### config.mk
export PLATFORM = sky130hd
export DESIGN_NAME = instr_fetch_ctrl_flat
export DESIGN_NICKNAME = d
export VERILOG_FILES = /design/src/rtl/instr_fetch_ctrl_if.sv /design/src/rtl/instr_fetch_ctrl.sv /design/src/flat_wrapper.sv
export SDC_FILE = /design/constraint.sdc
export NUM_CORES = 1
export LEC_CHECK = 0
export CORE_AREA = 5 5 140 89
export CTS_BUF_LIST = sky130_fd_sc_hd__clkbuf_4
export CTS_CLUSTER_SIZE = 24
export DETAILED_ROUTE_END_ITERATION = 6
export DIE_AREA = 0 0 145 94
export HOLD_SLACK_MARGIN = 0.15
export PLACE_DENSITY = 0.76
export SLEW_MARGIN = 20
export SYNTH_ARGS = -nofsm -noshare
export SYNTH_HDL_FRONTEND = slang
export SYNTH_SLANG_ARGS = --single-unit
### constraint.sdc
create_clock -name clk -period 2.6 [get_ports clk]
set_clock_uncertainty 0.2 [all_clocks]
set_input_delay 0.26 -clock clk [delete_from_list [all_inputs] [get_ports clk]]
set_output_delay 0.26 -clock clk [all_outputs]
set_load 0.005 [all_outputs]
### src/rtl/instr_fetch_ctrl_if.sv
//==============================================================================
// Module   : instr_fetch_ctrl_if
// Purpose  : Fetch-controller bus bundle: instruction memory, redirect and decode handshake.
// Revision : 1.0
//==============================================================================
`default_nettype none

interface instr_fetch_ctrl_if #(
    parameter int ADDR_W = 8
);
    logic [31:0]       imem_addr;
    logic [31:0]       imem_rd;
    logic              halt;
    logic              redirect_valid;
    logic [ADDR_W-1:0] redirect_pc;
    logic              id_valid;
    logic              id_ready;
    logic [31:0]       id_instr;
    logic [ADDR_W-1:0] id_pc;
    logic [1:0]        fifo_level;

    modport master (
        output imem_addr,
        input  imem_rd,
        input  halt,
        input  redirect_valid,
        input  redirect_pc,
        output id_valid,
        input  id_ready,
        output id_instr,
        output id_pc,
        output fifo_level
    );

    modport slave (
        input  imem_addr,
        output imem_rd,
        output halt,
        output redirect_valid,
        output redirect_pc,
        input  id_valid,
        output id_ready,
        input  id_instr,
        input  id_pc,
        input  fifo_level
    );
endinterface

`default_nettype wire

### src/rtl/instr_fetch_ctrl.sv
//==============================================================================
// Module   : instr_fetch_ctrl
// Purpose  : PC owner, 2-entry fetch FIFO, decode handshake and redirect handling.
//            Optional RAW interlock enabled by defining IFETCH_HAZARD_INTERLOCK_EN.
// Revision : 1.0
//==============================================================================
`default_nettype none

module instr_fetch_ctrl #(
    parameter int ADDR_W    = 8,
    parameter int HAZ_DEPTH = 4
) (
    input  logic                clk,
    input  logic                rst_n,
    instr_fetch_ctrl_if.master  bus
);

    logic [ADDR_W-1:0] pc_q, pc_d;
    logic [ADDR_W-1:0] fifo_pc_q    [2];
    logic [ADDR_W-1:0] fifo_pc_d    [2];
    logic [31:0]       fifo_instr_q [2];
    logic [31:0]       fifo_instr_d [2];
    logic              rd_ptr_q, rd_ptr_d;
    logic              wr_ptr_q, wr_ptr_d;
    logic [1:0]        level_q, level_d;

    logic              head_valid;
    logic [31:0]       head_instr;
    logic [ADDR_W-1:0] head_pc;
    logic              bubble;
    logic              pop;
    logic              push;
    logic              unused_redir_lsb;

    assign head_valid = (level_q != 2'd0);
    assign head_instr = fifo_instr_q[rd_ptr_q];
    assign head_pc    = fifo_pc_q[rd_ptr_q];

    assign pop  = head_valid & bus.id_ready & ~bubble;
    assign push = ~bus.redirect_valid & ~bus.halt & ((level_q != 2'd2) | pop);

    // Targets are forced word aligned, so the low two bits never reach the PC.
    assign unused_redir_lsb = ^bus.redirect_pc[1:0];

    always_comb begin
        pc_d         = pc_q;
        fifo_pc_d    = fifo_pc_q;
        fifo_instr_d = fifo_instr_q;
        rd_ptr_d     = rd_ptr_q;
        wr_ptr_d     = wr_ptr_q;
        level_d      = level_q;
        if (bus.redirect_valid) begin
            pc_d     = {bus.redirect_pc[ADDR_W-1:2], 2'b00};
            rd_ptr_d = 1'b0;
            wr_ptr_d = 1'b0;
            level_d  = 2'd0;
        end else begin
            if (push) begin
                fifo_pc_d[wr_ptr_q]    = pc_q;
                fifo_instr_d[wr_ptr_q] = bus.imem_rd;
                wr_ptr_d               = ~wr_ptr_q;
                pc_d                   = pc_q + ADDR_W'(4);
            end
            if (pop) begin
                rd_ptr_d = ~rd_ptr_q;
            end
            level_d = level_q + {1'b0, push} - {1'b0, pop};
        end
    end

    always_ff @(posedge clk or negedge rst_n) begin
        if (!rst_n) begin
            pc_q            <= '0;
            fifo_pc_q[0]    <= '0;
            fifo_pc_q[1]    <= '0;
            fifo_instr_q[0] <= '0;
            fifo_instr_q[1] <= '0;
            rd_ptr_q        <= 1'b0;
            wr_ptr_q        <= 1'b0;
            level_q         <= 2'd0;
        end else begin
            pc_q         <= pc_d;
            fifo_pc_q    <= fifo_pc_d;
            fifo_instr_q <= fifo_instr_d;
            rd_ptr_q     <= rd_ptr_d;
            wr_ptr_q     <= wr_ptr_d;
            level_q      <= level_d;
        end
    end

    assign bus.imem_addr  = 32'(pc_q);
    assign bus.fifo_level = level_q;
    assign bus.id_valid   = head_valid;
    assign bus.id_instr   = (head_valid & ~bubble) ? head_instr : 32'h0;
    assign bus.id_pc      = head_valid ? head_pc : '0;

`ifdef IFETCH_HAZARD_INTERLOCK_EN
    localparam logic [5:0] c_op_rtype = 6'h00;
    localparam logic [5:0] c_op_addi  = 6'h08;
    localparam logic [5:0] c_op_lw    = 6'h23;
    localparam logic [5:0] c_op_sw    = 6'h2B;
    localparam logic [5:0] c_op_beq   = 6'h04;

    // Register 0 doubles as the "no destination" marker; it can never cause a hazard.
    logic [4:0] sb_q [HAZ_DEPTH];
    logic [4:0] sb_d [HAZ_DEPTH];
    logic [4:0] head_rs, head_rt, head_dest;
    logic       head_uses_rt;
    logic       hit;

    assign head_rs = head_instr[25:21];
    assign head_rt = head_instr[20:16];

    always_comb begin
        head_dest    = 5'd0;
        head_uses_rt = 1'b0;
        case (head_instr[31:26])
            c_op_rtype: begin
                head_dest    = head_instr[15:11];
                head_uses_rt = 1'b1;
            end
            c_op_lw, c_op_addi: head_dest    = head_rt;
            c_op_sw, c_op_beq:  head_uses_rt = 1'b1;
            default: ;
        endcase
    end

    always_comb begin
        hit = 1'b0;
        for (int i = 0; i < HAZ_DEPTH; i++) begin
            if (sb_q[i] != 5'd0) begin
                if ((head_rs != 5'd0) && (head_rs == sb_q[i])) hit = 1'b1;
                if (head_uses_rt && (head_rt != 5'd0) && (head_rt == sb_q[i])) hit = 1'b1;
            end
        end
    end

    assign bubble = head_valid & hit;

    always_comb begin
        sb_d = sb_q;
        if (head_valid & bus.id_ready) begin
            sb_d[0] = bubble ? 5'd0 : head_dest;
            for (int i = 1; i < HAZ_DEPTH; i++) begin
                sb_d[i] = sb_q[i-1];
            end
        end
    end

    always_ff @(posedge clk or negedge rst_n) begin
        if (!rst_n) begin
            for (int i = 0; i < HAZ_DEPTH; i++) begin
                sb_q[i] <= 5'd0;
            end
        end else begin
            sb_q <= sb_d;
        end
    end
`else
    assign bubble = 1'b0;
`endif

endmodule

`default_nettype wire
### src/flat_wrapper.sv
// flat-port wrapper written by rule: the top's interface ports become plain ports
module instr_fetch_ctrl_flat 
#(
    parameter int ADDR_W    = 8,
    parameter int HAZ_DEPTH = 4
)
  (clk, rst_n, bus_imem_addr, bus_imem_rd, bus_halt, bus_redirect_valid, bus_redirect_pc, bus_id_valid, bus_id_ready, bus_id_instr, bus_id_pc, bus_fifo_level);
  instr_fetch_ctrl_if #(.ADDR_W(ADDR_W)) bus_i ();
  input  logic clk;
  input  logic rst_n;
  output wire logic [$bits(bus_i.imem_addr)-1:0] bus_imem_addr;
  input wire logic [$bits(bus_i.imem_rd)-1:0] bus_imem_rd;
  input wire logic [$bits(bus_i.halt)-1:0] bus_halt;
  input wire logic [$bits(bus_i.redirect_valid)-1:0] bus_redirect_valid;
  input wire logic [$bits(bus_i.redirect_pc)-1:0] bus_redirect_pc;
  output wire logic [$bits(bus_i.id_valid)-1:0] bus_id_valid;
  input wire logic [$bits(bus_i.id_ready)-1:0] bus_id_ready;
  output wire logic [$bits(bus_i.id_instr)-1:0] bus_id_instr;
  output wire logic [$bits(bus_i.id_pc)-1:0] bus_id_pc;
  output wire logic [$bits(bus_i.fifo_level)-1:0] bus_fifo_level;
  assign bus_imem_addr = bus_i.imem_addr;
  assign bus_i.imem_rd = bus_imem_rd;
  assign bus_i.halt = bus_halt;
  assign bus_i.redirect_valid = bus_redirect_valid;
  assign bus_i.redirect_pc = bus_redirect_pc;
  assign bus_id_valid = bus_i.id_valid;
  assign bus_i.id_ready = bus_id_ready;
  assign bus_id_instr = bus_i.id_instr;
  assign bus_id_pc = bus_i.id_pc;
  assign bus_fifo_level = bus_i.fifo_level;
  instr_fetch_ctrl #(.ADDR_W(ADDR_W), .HAZ_DEPTH(HAZ_DEPTH)) u_core (.clk(clk), .rst_n(rst_n), .bus(bus_i));
endmodule
==> flow_results.org <==
** Route
- Number of remaining DRC errors :: 0
- The detailed router finished its first iteration with 86 violations.
- The pre-antenna-repair detailed-routing pass consisted of 4 iterations.
- In the routed layout, each cell is associated on average with a via count of roughly 4.8.
- Post-route antenna net violation count :: 0
- In the final routed layout, each cell accounts on average for 16.48 um.
- For this block, the via count after detailed routing is around 2.8k.
- Final routed wirelength across all metal layers :: between 9000 and 10,000 um

** Power
- IR analysis of the VDD net gives a maximum drop of 0.4489 mV.
- Summed over all nets, the switching power comes to 1646 uW.
- In this run, the combinational gates consume 43.6% of the power.
- Clock network fraction of total power :: between 10% and 20%
- Dividing total power by cell area gives a power density of around 960 nW/um2.
- Net switching is 31.04% of the power.
- Power share of the sequential group :: ~40%
- Leakage power :: roughly 0.0024 uW
- Cell-internal power :: roughly 3700 uW

** Worst setup path
- In this run the critical register-to-register path is launched from u_core.bus.fifo_level[1].
- Kind of capture point of the worst setup path :: output pin
- STA classifies the critical path startpoint as a register.
- Data on the critical path arrives at its endpoint at 1960 ps.
- The most critical setup path has its startpoint at u_core.rd_ptr_q.
- Category of the most critical setup path :: reg2out
- Reg-to-reg setup timing slack :: 370 ps
- Data on the critical path is required at its endpoint by 2140 ps.
- Critical Path Fanout Max :: 19

** Hold path
- Worst hold path startpoint :: bus_redirect_pc[5]
- The worst hold path belongs to the class in2reg.

** Synthesis
- In the synthesized netlist the dominant register cell turns out to be dfrtp_1.
- After synthesis the netlist holds a flip-flop and latch count of 86.
- Biggest area contributors in the synthesized netlist :: dfrtp_1 50%, mux2_2 15%, mux2i_1 8.9%, mux2_4 7.0%, buf_4 4.9%
- The Yosys step of the flow raised 0 warnings.
- Counting distinct cell types in the post-synthesis netlist gives 34.
- Of all cell types, the one taking the most synthesized area is dfrtp_1.
- Sequential share of the synthesized area :: about half
- Average instance area after synthesis :: between 10 and 15 um2
- Synthesis produced a netlist whose cell count is 340.
- Area fraction of the dominant cell type after synthesis :: 50.34%
- Netlist area before placement :: 4275 um2
- Count leader, synth :: dfrtp_1
- Commonest cells post-synth :: 86 x dfrtp_1, 56 x mux2_2, 44 x nor2_1
- In the synthesized netlist the async set-or-reset flop fraction comes to 100.0%.
- Count of flip-flops with a built-in enable after synthesis :: 0

** Layout
- Summing all non-filler instances in the final layout gives an area of 5525 um2.
- Area of the multi-input gates :: 1899 um2
- Fraction of final layout cells with drive strength greater than 1 :: 25.85%
- The number of antenna diodes in the final layout is 0.
- The sequential cells in the finished layout cover a total of 2156 um2.
- Synthesis-to-finish area growth :: 29.24%
- Filler cell count in the final layout :: 965
- Fin nets :: 484

** STA
- Setup violations remaining at the end of the flow were counted as 0.
- Hold Slack :: approximately 190 ps
- Total negative slack :: 0 ps
- Setup repair after global routing missed its margin :: false
- Headroom to the max-slew limit came out at 53.43%.
- The number of max-slew violations in the final report was 0.
- Hold violation count in the final report :: 0
- Subtracting the final worst setup slack from the clock period gives 2416 ps.
- At the pin with the least slew margin, the transition time is 698.5 ps.
- Maximum achievable frequency :: 0.4138 GHz
- Final worst path period share :: 92.94%

** Placement
- Final weighted congestion in routability-driven placement :: 0.7561
- Post-detail-place hpwl :: 6582 um
- Number of buffers inserted by port buffering :: 89
- Once placement finished, the instance area stood at 5285 um2.

** Run status
- Result of the run :: completed

** Clocking
- Clock tree sinks :: 86
- The number of clock buffers added by TritonCTS is 9.
- Source-to-sink clock delay at the later pin of the worst-skew pair :: between 400 and 500 ps
- Buffer levels on the longest clock path :: 2
- Clock-pin slew was measured on the worst setup and hold paths at 140 ps.
- Clock tree synthesis selected as its root buffer the cell clkbuf_4.
- TritonCTS built the clock tree.
- The clock tree synthesis step divided the H-tree into 3 levels.

** Global route
- Total routing resource utilization after global routing :: 14.36%
- For this run the aggregate overflow at the end of global routing stands at 0.
- Entering global routing, the biggest net connects 40 pins.
- Initial antenna violation count :: 0
- The number of global-route vias before repair was 2,962.
- Global-route wire length before repair :: 15,610 um

** Floorplan
- After floorplanning, the core was divided into 30 placement rows.
- The region available for standard cell placement spans roughly 11,000 um2.
- Starting utilization of the core area :: 38.87%
- Die Width :: 145 um
- 120 I/O pins were placed.
- DIE AREA :: 13,630 um2
- The floorplan step set the die height to 94 um.

** Run
- Max Cap Violations :: 0
-- layout make-up --
class,count,share of cell area (%)
inverters,5,0.3397
repair buffers,107,20.02
clock buffers,9,1.223
well taps,144,3.261
flip-flops and latches,86,39.02
clock inverters,7,1.766
multi-input cells,227,34.37
-- logic make-up (layout without fill, tap and decap cells) --
kind of cell,count (synthesis),in the layout,share of synthesized area [%]
multiplexers,114,114,30.67
flip-flops,86,86,50.34
AND/OR/NAND/NOR,68,68,7.755
buffers and inverters,54,128,7.931
AO/OA/AOI/OAI,11,11,1.727
adder cells (fa/ha/maj),3,3,0.8781
XOR/XNOR,3,3,0.6147
other,1,28,0.08771
-- power groups by stage --
stage               Clock [uW]  Combinational, uW  Sequential, uW
floorplan                    0               1310            2040
global placement             0               2230            2130
detailed placement           0               2270            2170
CTS                        903               2290            2140
global route               963               2500            2180
finish                     869               2310            2120
-- metal layers --
metal | wire, um | global-route usage (%) | vias up
li1 | - | - | 1309
met3 | 772 | 6.413 | 6
met1 | 4546 | 18.93 | 1391
met4 | 51 | 2.900 | 0
met2 | 4269 | 21.93 | 93
met5 | 0 | 0 | -
-- layout by cell type (no fill, tap or decap), types with 5 or more instances in the layout --
cell and count:
clkdlybuf4s50_1 88, dfrtp_1 85, mux2_2 56, nor2_1 43
mux2i_1 38, conb_1 28, mux2_4 20, buf_4 10
clkbuf_4 9, buf_12 6, inv_1 5
-- registers in the layout (all words and copies together), names as in the netlist --
register / cells
u_core.wr_ptr_q: 1
u_core.rd_ptr_q: 1
u_core.pc_q: 6
u_core.fifo_instr_q: 64
u_core.fifo_pc_q: 12
u_core.bus.fifo_level: 2
-- critical path, stage by stage (launching register included) --
cell and delay (ps):
dfrtp_4 550, buf_12 190, mux2i_1 130, nor2_1 130
clkdlybuf4s50_1 520
-- repair_timing --
item / in CTS / in global routing
setup endpoints to repair: 0 / 26
resized for setup: 0 / 1
buffers inserted: 0 / 3
hold endpoints to repair: 87 / 0
hold buffers: 4 / 0
-- stage by stage --
step                total power [uW]  instances  worst slack, ps  utilization, %
global placement                4362        562            231.3           48.05
floorplan                       3348        367            614.6               -
detailed placement              4441        562            198.5           48.05
finish                          5305        585            183.6           50.24
global route                    5642        585            59.37           50.24
CTS                             5338        582            12.17           50.01
-- worst paths after layout --
kind                                      endpoint  cells after the start
setup / recovery                   bus_id_instr[0]                      4
min in group asynchronous  u_core.fifo_instr_q[28]                      4
max in group asynchronous          u_core.rd_ptr_q                      4
setup reg to reg           u_core.fifo_instr_q[21]                      3
hold reg to reg            u_core.fifo_instr_q[31]                      1
hold / removal                      u_core.pc_q[5]                      3
(Power assumes the default switching activity.)
==> RTL change, RTL diff (config.mk and constraints unchanged) <==
The option `IFETCH_HAZARD_INTERLOCK_EN` is turned on by a define.
--- a/src/rtl/instr_fetch_ctrl.sv
+++ b/src/rtl/instr_fetch_ctrl.sv
@@ -6,4 +6,6 @@
 //==============================================================================
 `default_nettype none
+
+`define IFETCH_HAZARD_INTERLOCK_EN
 
 module instr_fetch_ctrl #(
Behaviour: not the same (Yosys sat finds a counterexample within 4 cycles, from zero or initial values and one cycle with rst_n low).
==> RTL change against the original RTL <==
  * The run now ends with setup timing left
  * Register-to-register slack got worse by 1.2 ns
  * Sequential power rose by 47%
  * Fmax fell by 29%
  * Cell area rose by 41%
  * Wire length rose by 63%
  * Combinational power rose to 2.8 times the old value
  * Via count rose by 53%
  * Sequential cell count rose by 20
  * Hold slack got worse by 0.024 ns
  * Cell count rose by 37%
  * Setup slack got worse by 0.99 ns
  * Power rose by 94%
  * Area after synthesis rose by 34%
  * Critical path depth rose by 9
  * Critical path type unchanged
  * Largest power group unchanged
==> RTL change: results (changes against the original RTL) <==
* Final net count at 702 (+45%)
* Tot GR Track Use at 23.3% (+9.0 points)
* CP arrival at 2.95 ns (+0.99 ns)
* Placer Congestion at 0.972 (+28%)
* Drt pass-1 iters at 5 (+1)
* Largest cells by area after synthesis: dfrtp_1 (46%), mux2_2 (11%), mux2_4 (11%)
* Max reg flops at 64 (unchanged)
* # port buffers at 89 (unchanged)
* Clk_lat worst skew at 0.46 ns (+0.03 ns)
* First-pass GRT wire length at 25000 um (+60%)
* Biggest regs: u_core.fifo_instr_q: 64 flops, u_core.sb_q: 20 flops, u_core.fifo_pc_q: 12 flops
* Detailed Route WL at 15700 um (+63%)
* Number of setup violations in the final report at 118 (+118)
* Clock H-tree levels at 3 (unchanged)
* Register clock-pin slew on the reported worst setup and hold paths at 0.16 ns (+0.02 ns)
* Largest net degree at the start of global routing at 46 (+15%)
* Synth Flop Type: dfrtp_1
* Post-synth top cells: dfrtp_1 (106), mux2_2 (58), nor2_1 (44)
* Worst hold-check path type: primary input to flip-flop
* Slew Limit Headroom at 64.6% (+11 points)
* Iter 0 DRT Violations at 321 (+270%)
* Vias per cell at 5.33 (+11%)
* Async S/R FF share, synth at 100% (unchanged)
* Yosys cell types at 40 (+18%)
* Max Fclk at 293 MHz (-29%)
* Final HPWL DP at 10600 um (+61%)
* Failing checks: setup timing
* Static leakage at 3.51 nW (+48%)
* Final hold violations at 0 (unchanged)
* Synthesis Warnings at 0 (unchanged)
* Clock tree buffer depth at 2 (unchanged)
* VDD IR max at 616 uV (+37%)
* Root Buffer: clkbuf_4
* Dpl cells at 760 (+35%)
* N_diodes at 0 (unchanged)
* Pre-CTS setup slack at -0.657 ns (-0.856 ns)
* Via count at 4277 (+53%)
* Seq/Total Area, Yosys at 46.4% (-4.0 points)
* Critical path fanouts, max at 7 (-12)
* Filler cells at 749 (-22%)
* Proportion of layout cells with a drive suffix above 1 at 44.5% (+19 points)
* TritonCTS Buffers at 9 (unchanged)
* Grt total ovfl at 0 (unchanged)
* Post-synthesis cell count at 473 (+39%)
* Initial antenna violation count at 0 (unchanged)
* Outcome: finished with violations
* Number of global-route vias before repair at 4459 (+51%)
* Setup ws final at -0.809 ns (-0.993 ns)
[RTL change: cell types whose count changed after synthesis, sizes merged, moves of 3 or more]
cell	change
dfrtp	+20
nor2b	+4
nand3	+7
xnor2	+26
o31ai	+5
mux2	+22
nor3	+12
a31oi	+3
mux2i	-4
a21oi	+4
nand2	+15
xor2	+12
[RTL change: critical path, stage by stage (launching register included)]
cell     delay (ns)
dfrtp_2        0.49
buf_6          0.14
mux2i_2        0.16
buf_4          0.18
xor2_1         0.19
nand3_1        0.13
nor3_1         0.14
a31oi_1        0.06
a221o_1        0.39
nand3_4        0.16
buf_12         0.13
buf_16         0.14
nor2_2         0.04
buf_2          0.14
[RTL change: through the flow]
stage	TNS, ns	instance area, um^2	utilization (%)
floorplan	-23.26	5920	-
global placement	-58.73	7260	66.0
detailed placement	-64.55	7260	66.0
CTS	-78.74	7680	69.8
global route	-100.52	7770	70.7
finish	-85.13	7770	70.7
[RTL change: timing repair]
action | CTS | global route
hold endpoints to repair | 107 | 1
gates resized for setup | 171 | 29
pin swaps | 18 | 8
cloned | 5 | 0
setup endpoints to repair | 126 | 123
buffers inserted | 18 | 4
hold buffers | 4 | 1
[RTL change: cells by family after synthesis]
logic type               synth area share, %
multiplexers                            27.9
other                                 0.0656
AO/OA/AOI/OAI                           3.50
flip-flops                              46.4
adder cells (fa/ha/maj)                0.656
XOR/XNOR                                6.28
AND/OR/NAND/NOR                         8.66
buffers and inverters                   6.58
[RTL change: worst paths after layout]
check | from | end | slack [ns] | cells past startpoint
max | u_core.rd_ptr_q | bus_id_instr[31] | -0.81 | 13
min | bus_redirect_pc[2] | u_core.pc_q[2] | 0.17 | 3
max reg2reg | u_core.rd_ptr_q | u_core.bus.fifo_level[1] | -0.78 | 14
min reg2reg | u_core.fifo_instr_q[4] | u_core.fifo_instr_q[4] | 0.32 | 1
max in group asynchronous | rst_n | u_core.sb_q[18] | 1.22 | 4
min in group asynchronous | rst_n | u_core.fifo_instr_q[44] | 0.69 | 4
[RTL change: where the power goes]
group | internal (mW) | switching [mW]
Sequential | 2.41 | 0.700
Combinational | 3.57 | 2.85
Clock | 0.217 | 0.531
Total | 6.20 | 4.08
[RTL change: final cells by class]
| class | instances | area share [%] |
|---|---|---|
| Clock buffer | 11 | 1.06 |
| Clock inverter | 5 | 0.386 |
| Inverter | 6 | 0.290 |
| Multi-Input combinational cell | 339 | 39.6 |
| Sequential cell | 106 | 34.1 |
| Tap cell | 144 | 2.32 |
| Timing Repair Buffer | 192 | 22.2 |
[RTL change: per-layer routing]
metal  share of wire [%]  vias to the layer above  track usage (%)  wire, um
li1                    -                     1945                -         -
met1                  45                     2141             31.5      7080
met2                  46                      167             36.9      7210
met3                 7.6                       24             7.43      1200
met4                 1.5                        0             5.64       230
met5                   0                        -                0         0
